### src/rtl/memoria_t_a_pkg.sv
// Shared constants for the fire-control mode table and its inverse decoder.
package memoria_t_a_pkg;
  localparam logic [10:0] PATTERN_A = 11'b11111111111;
  localparam logic [10:0] PATTERN_B = 11'b11010001000;
  localparam logic        MODO_A    = 1'b0;
  localparam logic        MODO_B    = 1'b1;

  typedef enum logic [1:0] {
    IDLE   = 2'd0,
    CHECK  = 2'd1,
    LOCKED = 2'd2,
    FAULT  = 2'd3
  } estado_t;
endpackage

### src/rtl/decodificador_t_a_if.sv
// Readback bus between the actuator word source and the mode decoder.
// Optional fault counter enabled by DECODIFICADOR_T_A_FALLAS_EN.
interface decodificador_t_a_if;
  logic [10:0] entrada;
  logic        valid_in;
  logic        adress_out;
  logic        adress_valid;
  logic        error;
  logic        busy;
`ifdef DECODIFICADOR_T_A_FALLAS_EN
  logic [7:0]  cuenta_fallas;
`endif

  modport master (
    output entrada, valid_in,
`ifdef DECODIFICADOR_T_A_FALLAS_EN
    input  cuenta_fallas,
`endif
    input  adress_out, adress_valid, error, busy
  );

  modport slave (
    input  entrada, valid_in,
`ifdef DECODIFICADOR_T_A_FALLAS_EN
    output cuenta_fallas,
`endif
    output adress_out, adress_valid, error, busy
  );
endinterface

### src/rtl/decodificador_t_a_comparador.sv
// Combinational pattern matcher: word -> (hit, mode index). A wins if both patterns coincide.
module comparador_patron
  import memoria_t_a_pkg::*;
#(
  parameter logic [10:0] PAT_A = memoria_t_a_pkg::PATTERN_A,
  parameter logic [10:0] PAT_B = memoria_t_a_pkg::PATTERN_B
) (
  input  logic [10:0] entrada,
  output logic        hit,
  output logic        idx
);
  logic hit_a, hit_b;

  assign hit_a = (entrada == PAT_A);
  assign hit_b = (entrada == PAT_B);
  assign hit   = hit_a | hit_b;
  assign idx   = hit_a ? MODO_A : (hit_b ? MODO_B : MODO_A);
endmodule

### src/rtl/decodificador_t_a.sv
// Mode decoder: word must repeat STABLE_CYCLES accepted samples before the index is reported.
// Define DECODIFICADOR_T_A_FALLAS_EN to add the saturating fault-entry counter.
module decodificador_t_a
  import memoria_t_a_pkg::*;
#(
  parameter int unsigned STABLE_CYCLES = 4,
  parameter logic [10:0] PATTERN_A     = memoria_t_a_pkg::PATTERN_A,
  parameter logic [10:0] PATTERN_B     = memoria_t_a_pkg::PATTERN_B
) (
  input  logic                clk,
  input  logic                reset,
  decodificador_t_a_if.slave  bus
);
  localparam logic [3:0] STABLE = 4'(STABLE_CYCLES);

  estado_t    state;
  logic       candidate;
  logic [3:0] count;
  logic [3:0] cnt_inc;
  logic       hit, idx;

  comparador_patron #(.PAT_A(PATTERN_A), .PAT_B(PATTERN_B)) u_cmp (
    .entrada (bus.entrada),
    .hit     (hit),
    .idx     (idx)
  );

  assign cnt_inc = count + 4'd1;

  always_ff @(posedge clk) begin
    if (reset) begin
      state            <= IDLE;
      candidate        <= MODO_A;
      count            <= '0;
      bus.adress_out   <= MODO_A;
      bus.adress_valid <= 1'b0;
      bus.error        <= 1'b0;
      bus.busy         <= 1'b0;
`ifdef DECODIFICADOR_T_A_FALLAS_EN
      bus.cuenta_fallas <= '0;
`endif
    end else if (bus.valid_in) begin
      if (!hit) begin
        state            <= FAULT;
        count            <= '0;
        bus.error        <= 1'b1;
        bus.adress_valid <= 1'b0;
        bus.busy         <= 1'b0;
`ifdef DECODIFICADOR_T_A_FALLAS_EN
        if (state != FAULT && bus.cuenta_fallas != 8'hFF)
          bus.cuenta_fallas <= bus.cuenta_fallas + 8'd1;
`endif
      end else if (state == CHECK && idx == candidate) begin
        count <= cnt_inc;
        if (cnt_inc == STABLE) begin
          state            <= LOCKED;
          bus.adress_out   <= candidate;
          bus.adress_valid <= 1'b1;
          bus.busy         <= 1'b0;
        end
      end else if (state == LOCKED && idx == bus.adress_out) begin
        state <= LOCKED;
      end else if (STABLE == 4'd1) begin
        // A single sample is enough: skip CHECK entirely.
        state            <= LOCKED;
        candidate        <= idx;
        count            <= 4'd1;
        bus.adress_out   <= idx;
        bus.adress_valid <= 1'b1;
        bus.error        <= 1'b0;
        bus.busy         <= 1'b0;
      end else begin
        // New candidate (or restart); a previous lock stays visible meanwhile.
        state     <= CHECK;
        candidate <= idx;
        count     <= 4'd1;
        bus.error <= 1'b0;
        bus.busy  <= 1'b1;
      end
    end
  end
endmodule

### src/flat_wrapper.sv
// flat-port wrapper written by rule: the top's interface ports become plain ports
module decodificador_t_a_flat import memoria_t_a_pkg::*;
#(
  parameter int unsigned STABLE_CYCLES = 4,
  parameter logic [10:0] PATTERN_A     = memoria_t_a_pkg::PATTERN_A,
  parameter logic [10:0] PATTERN_B     = memoria_t_a_pkg::PATTERN_B
)
  (clk, reset, bus_entrada, bus_valid_in, bus_adress_out, bus_adress_valid, bus_error, bus_busy);
  decodificador_t_a_if bus_i ();
  input  logic clk;
  input  logic reset;
  input wire logic [$bits(bus_i.entrada)-1:0] bus_entrada;
  input wire logic [$bits(bus_i.valid_in)-1:0] bus_valid_in;
  output wire logic [$bits(bus_i.adress_out)-1:0] bus_adress_out;
  output wire logic [$bits(bus_i.adress_valid)-1:0] bus_adress_valid;
  output wire logic [$bits(bus_i.error)-1:0] bus_error;
  output wire logic [$bits(bus_i.busy)-1:0] bus_busy;
  assign bus_i.entrada = bus_entrada;
  assign bus_i.valid_in = bus_valid_in;
  assign bus_adress_out = bus_i.adress_out;
  assign bus_adress_valid = bus_i.adress_valid;
  assign bus_error = bus_i.error;
  assign bus_busy = bus_i.busy;
  decodificador_t_a #(.STABLE_CYCLES(STABLE_CYCLES), .PATTERN_A(PATTERN_A), .PATTERN_B(PATTERN_B)) u_core (.clk(clk), .reset(reset), .bus(bus_i));
endmodule
### config.mk
export PLATFORM = sky130hd
export DESIGN_NAME = decodificador_t_a_flat
export DESIGN_NICKNAME = d
export VERILOG_FILES = /design/src/rtl/memoria_t_a_pkg.sv /design/src/rtl/decodificador_t_a_if.sv /design/src/rtl/decodificador_t_a_comparador.sv /design/src/rtl/decodificador_t_a.sv /design/src/flat_wrapper.sv
export SDC_FILE = /design/constraint.sdc
export NUM_CORES = 1
export LEC_CHECK = 0
export ABC_AREA = 1
export CAP_MARGIN = 40
export CORE_MARGIN = 2
export CORE_UTILIZATION = 51
export DETAILED_ROUTE_END_ITERATION = 16
export GPL_TIMING_DRIVEN = 0
export PLACE_DENSITY = 0.82
export RECOVER_POWER = 50
export SETUP_SLACK_MARGIN = 0.5
export SYNTH_ARGS = -nofsm -noshare
export SYNTH_HDL_FRONTEND = slang
export SYNTH_SLANG_ARGS = --single-unit
export TNS_END_PERCENT = 5
### constraint.sdc
create_clock -name clk -period 3.3 [get_ports clk]
set_clock_uncertainty 0.2 [all_clocks]
set_input_delay 0.825 -clock clk [delete_from_list [all_inputs] [get_ports clk]]
set_output_delay 0.825 -clock clk [all_outputs]
set_load 0.02 [all_outputs]
==> impl_metrics.env <==
export IMPL_critPathKind="in -> reg"
export IMPL_seqCellArea_um2=220
export IMPL_grt_start_max_net_pins=9
export IMPL_ys_ff_latch=11
export IMPL_drt_iter0_drc=14
export IMPL_insertion_delay_ps=280
export IMPL_antenna_left=0
export IMPL_drive_gt1_share_pct=18.0
export IMPL_multiInputGateArea_um2=408
export IMPL_vias_per_cell=4.74
export IMPL_ir_drop_mv=0.234
export IMPL_totalWireLength_mm=1.50
export IMPL_h_tree_depth=1
export IMPL_crit_fanout=5
export IMPL_antenna_found_initial=0
export IMPL_routabilityCongestion=0.875
export IMPL_wl_per_cell_um=10.1
export IMPL_cp_start_kind="input pin"
export IMPL_track_usage_pct=20.3
export IMPL_post_cts_resized=0
export IMPL_ys_flop_type="dfxtp_1"
export IMPL_port_buffers=16
export IMPL_ys_seq_area_share_pct=29.7
export IMPL_async_flop_share_pct=0
export IMPL_synth_cell_area_um2=742
export IMPL_synth_cell_type_count=22
export IMPL_cts_sinks=11
export IMPL_ys_top_cells_by_area="dfxtp_1 30%, nand2_1 15%, inv_1 7.6%"
export IMPL_worst_pin_slew_ps=526
export IMPL_fin_setup_tns_ps=0
export IMPL_synthesis_area_per_instance_um2=6.57
export IMPL_synth_edf_count=0
export IMPL_endpoint_kind="register"
export IMPL_synth_top_cell_by_area="dfxtp_1"
export IMPL_layout_nets=150
export IMPL_ctsHoldBuffers=0
export IMPL_setup_viol=0
export IMPL_clk_pin_slew_ps=70
export IMPL_die_w_um=42.1
export IMPL_grt_ovfl_total=0
export IMPL_rows=13
export IMPL_cts_tree="done"
export IMPL_maxCapViolations=0
export IMPL_post_synth_top_area_fraction_pct=29.7
export IMPL_antenna_cells=0
export IMPL_synth_nets=129
export IMPL_fillers=122
export IMPL_first_pass_iters=4
export IMPL_die_y_um=42.1
export IMPL_coreArea_mm2=0.00133
export IMPL_synthToLayoutAreaGrowth_pct=24.6
export IMPL_min_path_type="reg -> reg"
export IMPL_io_pin_count=18
export IMPL_relSlewSlack_pct=64.8
export IMPL_fmax_mhz=362
export IMPL_vias=701
export IMPL_p_leak_nw=0.450
export IMPL_dp_hpwl_mm=1.23
export IMPL_total_power_mw=0.279
export IMPL_critPathRequiredTime_ps=3250
export IMPL_fp_dieArea_mm2=0.00178
export IMPL_start_util_pct=55.6
export IMPL_grt_pass1_vias=669
export IMPL_cp_arrival_ps=2710
export IMPL_period_needed_ps=2760
export IMPL_hold_viol_final=0
export IMPL_p_per_area_mw_per_mm2=302
export IMPL_grt_pass1_wl_mm=2.77
export IMPL_cts_buffers=3
export IMPL_syn_inst=113
export IMPL_synth_warnings=0
export IMPL_drcViolationCount=0
export IMPL_timing_final_crit_share_pct=83.7
export IMPL_post_cts_setup_buffers=0
export IMPL_drv_slew=0
export IMPL_grt_setup_unrepaired="false"
export IMPL_clk_path_buf_depth=2
export IMPL_cts_root_buffer="clkbuf_4"
export IMPL_status="finished, final reports clean"
[state kept, by name (all words and copies together) (netlist names)]
name,flops
u_core.bus.error,1
u_core.candidate,1
u_core.bus.adress_valid,1
u_core.bus.adress_out,1
u_core.state,2
u_core.count,4
u_core.bus.busy,1
[layout by cell type, fill, tap and decap left out, drive strengths merged, types with 2 or more instances in the layout]
master / instances
dlygate4sd3: 4
nand3: 10
dfxtp: 11
nor2: 14
xor2: 2
nand2: 35
inv: 23
clkbuf: 3
clkdlybuf4s50: 12
a21oi: 10
ha: 2
[metrics by stage]
| step | hold slack, ps | instance area (um^2) | cells | utilization, % | setup slack, ps |
|---|---|---|---|---|---|
| after detailed placement | 260 | 921 | 144 | 69.0 | 582 |
| final | 268 | 925 | 148 | 69.3 | 539 |
| after global routing | 292 | 925 | 148 | 69.3 | 385 |
| after floorplan | 242 | 742 | 113 | - | 1300 |
| after global placement | 252 | 921 | 144 | 69.0 | 679 |
| after CTS | 272 | 948 | 148 | 71.1 | 868 |
[area by class of cell]
cell class                 instances  share of cell area, %
tap                               15                   2.03
inverter                          23                   9.34
buffer                             1                  0.406
timing repair buffer              16                   17.3
clock inverter                     1                  0.541
multi-input combinational         78                   44.1
sequential                        11                   23.8
clock buffer                       3                   2.44
[report_power, final]
group | internal, mW | switching [mW] | leakage, nW
registers | 0.136 | 0.00203 | 0.0897
clock network | 0.0450 | 0.0487 | 0.0177
logic | 0.0228 | 0.0246 | 0.343
total | 0.204 | 0.0753 | 0.450
[worst max-delay path: stages]
cell	delay (ps)
clkdlybuf4s50_1	480
nand2_1	60
nor2_1	280
nand3_4	150
nand2_2	80
inv_2	30
nor2_1	410
nand2_4	90
inv_1	120
nand2_1	80
nand2_1	60
a21oi_1	50
[logic make-up (layout without fill, tap and decap cells)]
group,after synthesis,count (layout),share of synthesized area (%)
AOI/OAI and AO/OA,12,12,8.43
xor gates and xnor gates,2,2,2.36
adders and majority gates,2,2,3.37
buffers and inverters,24,44,12.1
DFF,11,11,29.7
and+or+nand+nor,62,62,44.0
[final timing paths]
kind	start	endpoint	slack, ps	depth (start not counted)
setup / recovery	bus_entrada[9]	u_core.bus.adress_out	540	12
hold / removal	u_core.bus.busy	u_core.bus.busy	270	2
setup reg to reg	u_core.candidate	u_core.bus.adress_out	1580	9
hold reg to reg	u_core.bus.busy	u_core.bus.busy	270	2
[Yosys cell counts, types with 2 or more instances]
cell	n
inv_2	8
inv_1	15
nand2_1	29
nand3_1	8
ha_1	2
dfxtp_1	11
xor2_1	2
nor2_2	5
nand2_2	5
a21oi_1	10
nor2_1	7
[routing by layer]
metal	track usage [%]	share of wire, %	vias to the layer above
met2	32.2	45	11
met5	0	0	-
met1	26.6	50	302
met4	3.75	0.53	0
li1	-	-	386
met3	7.76	4.5	2
Power figures use the tool's default switching activity.
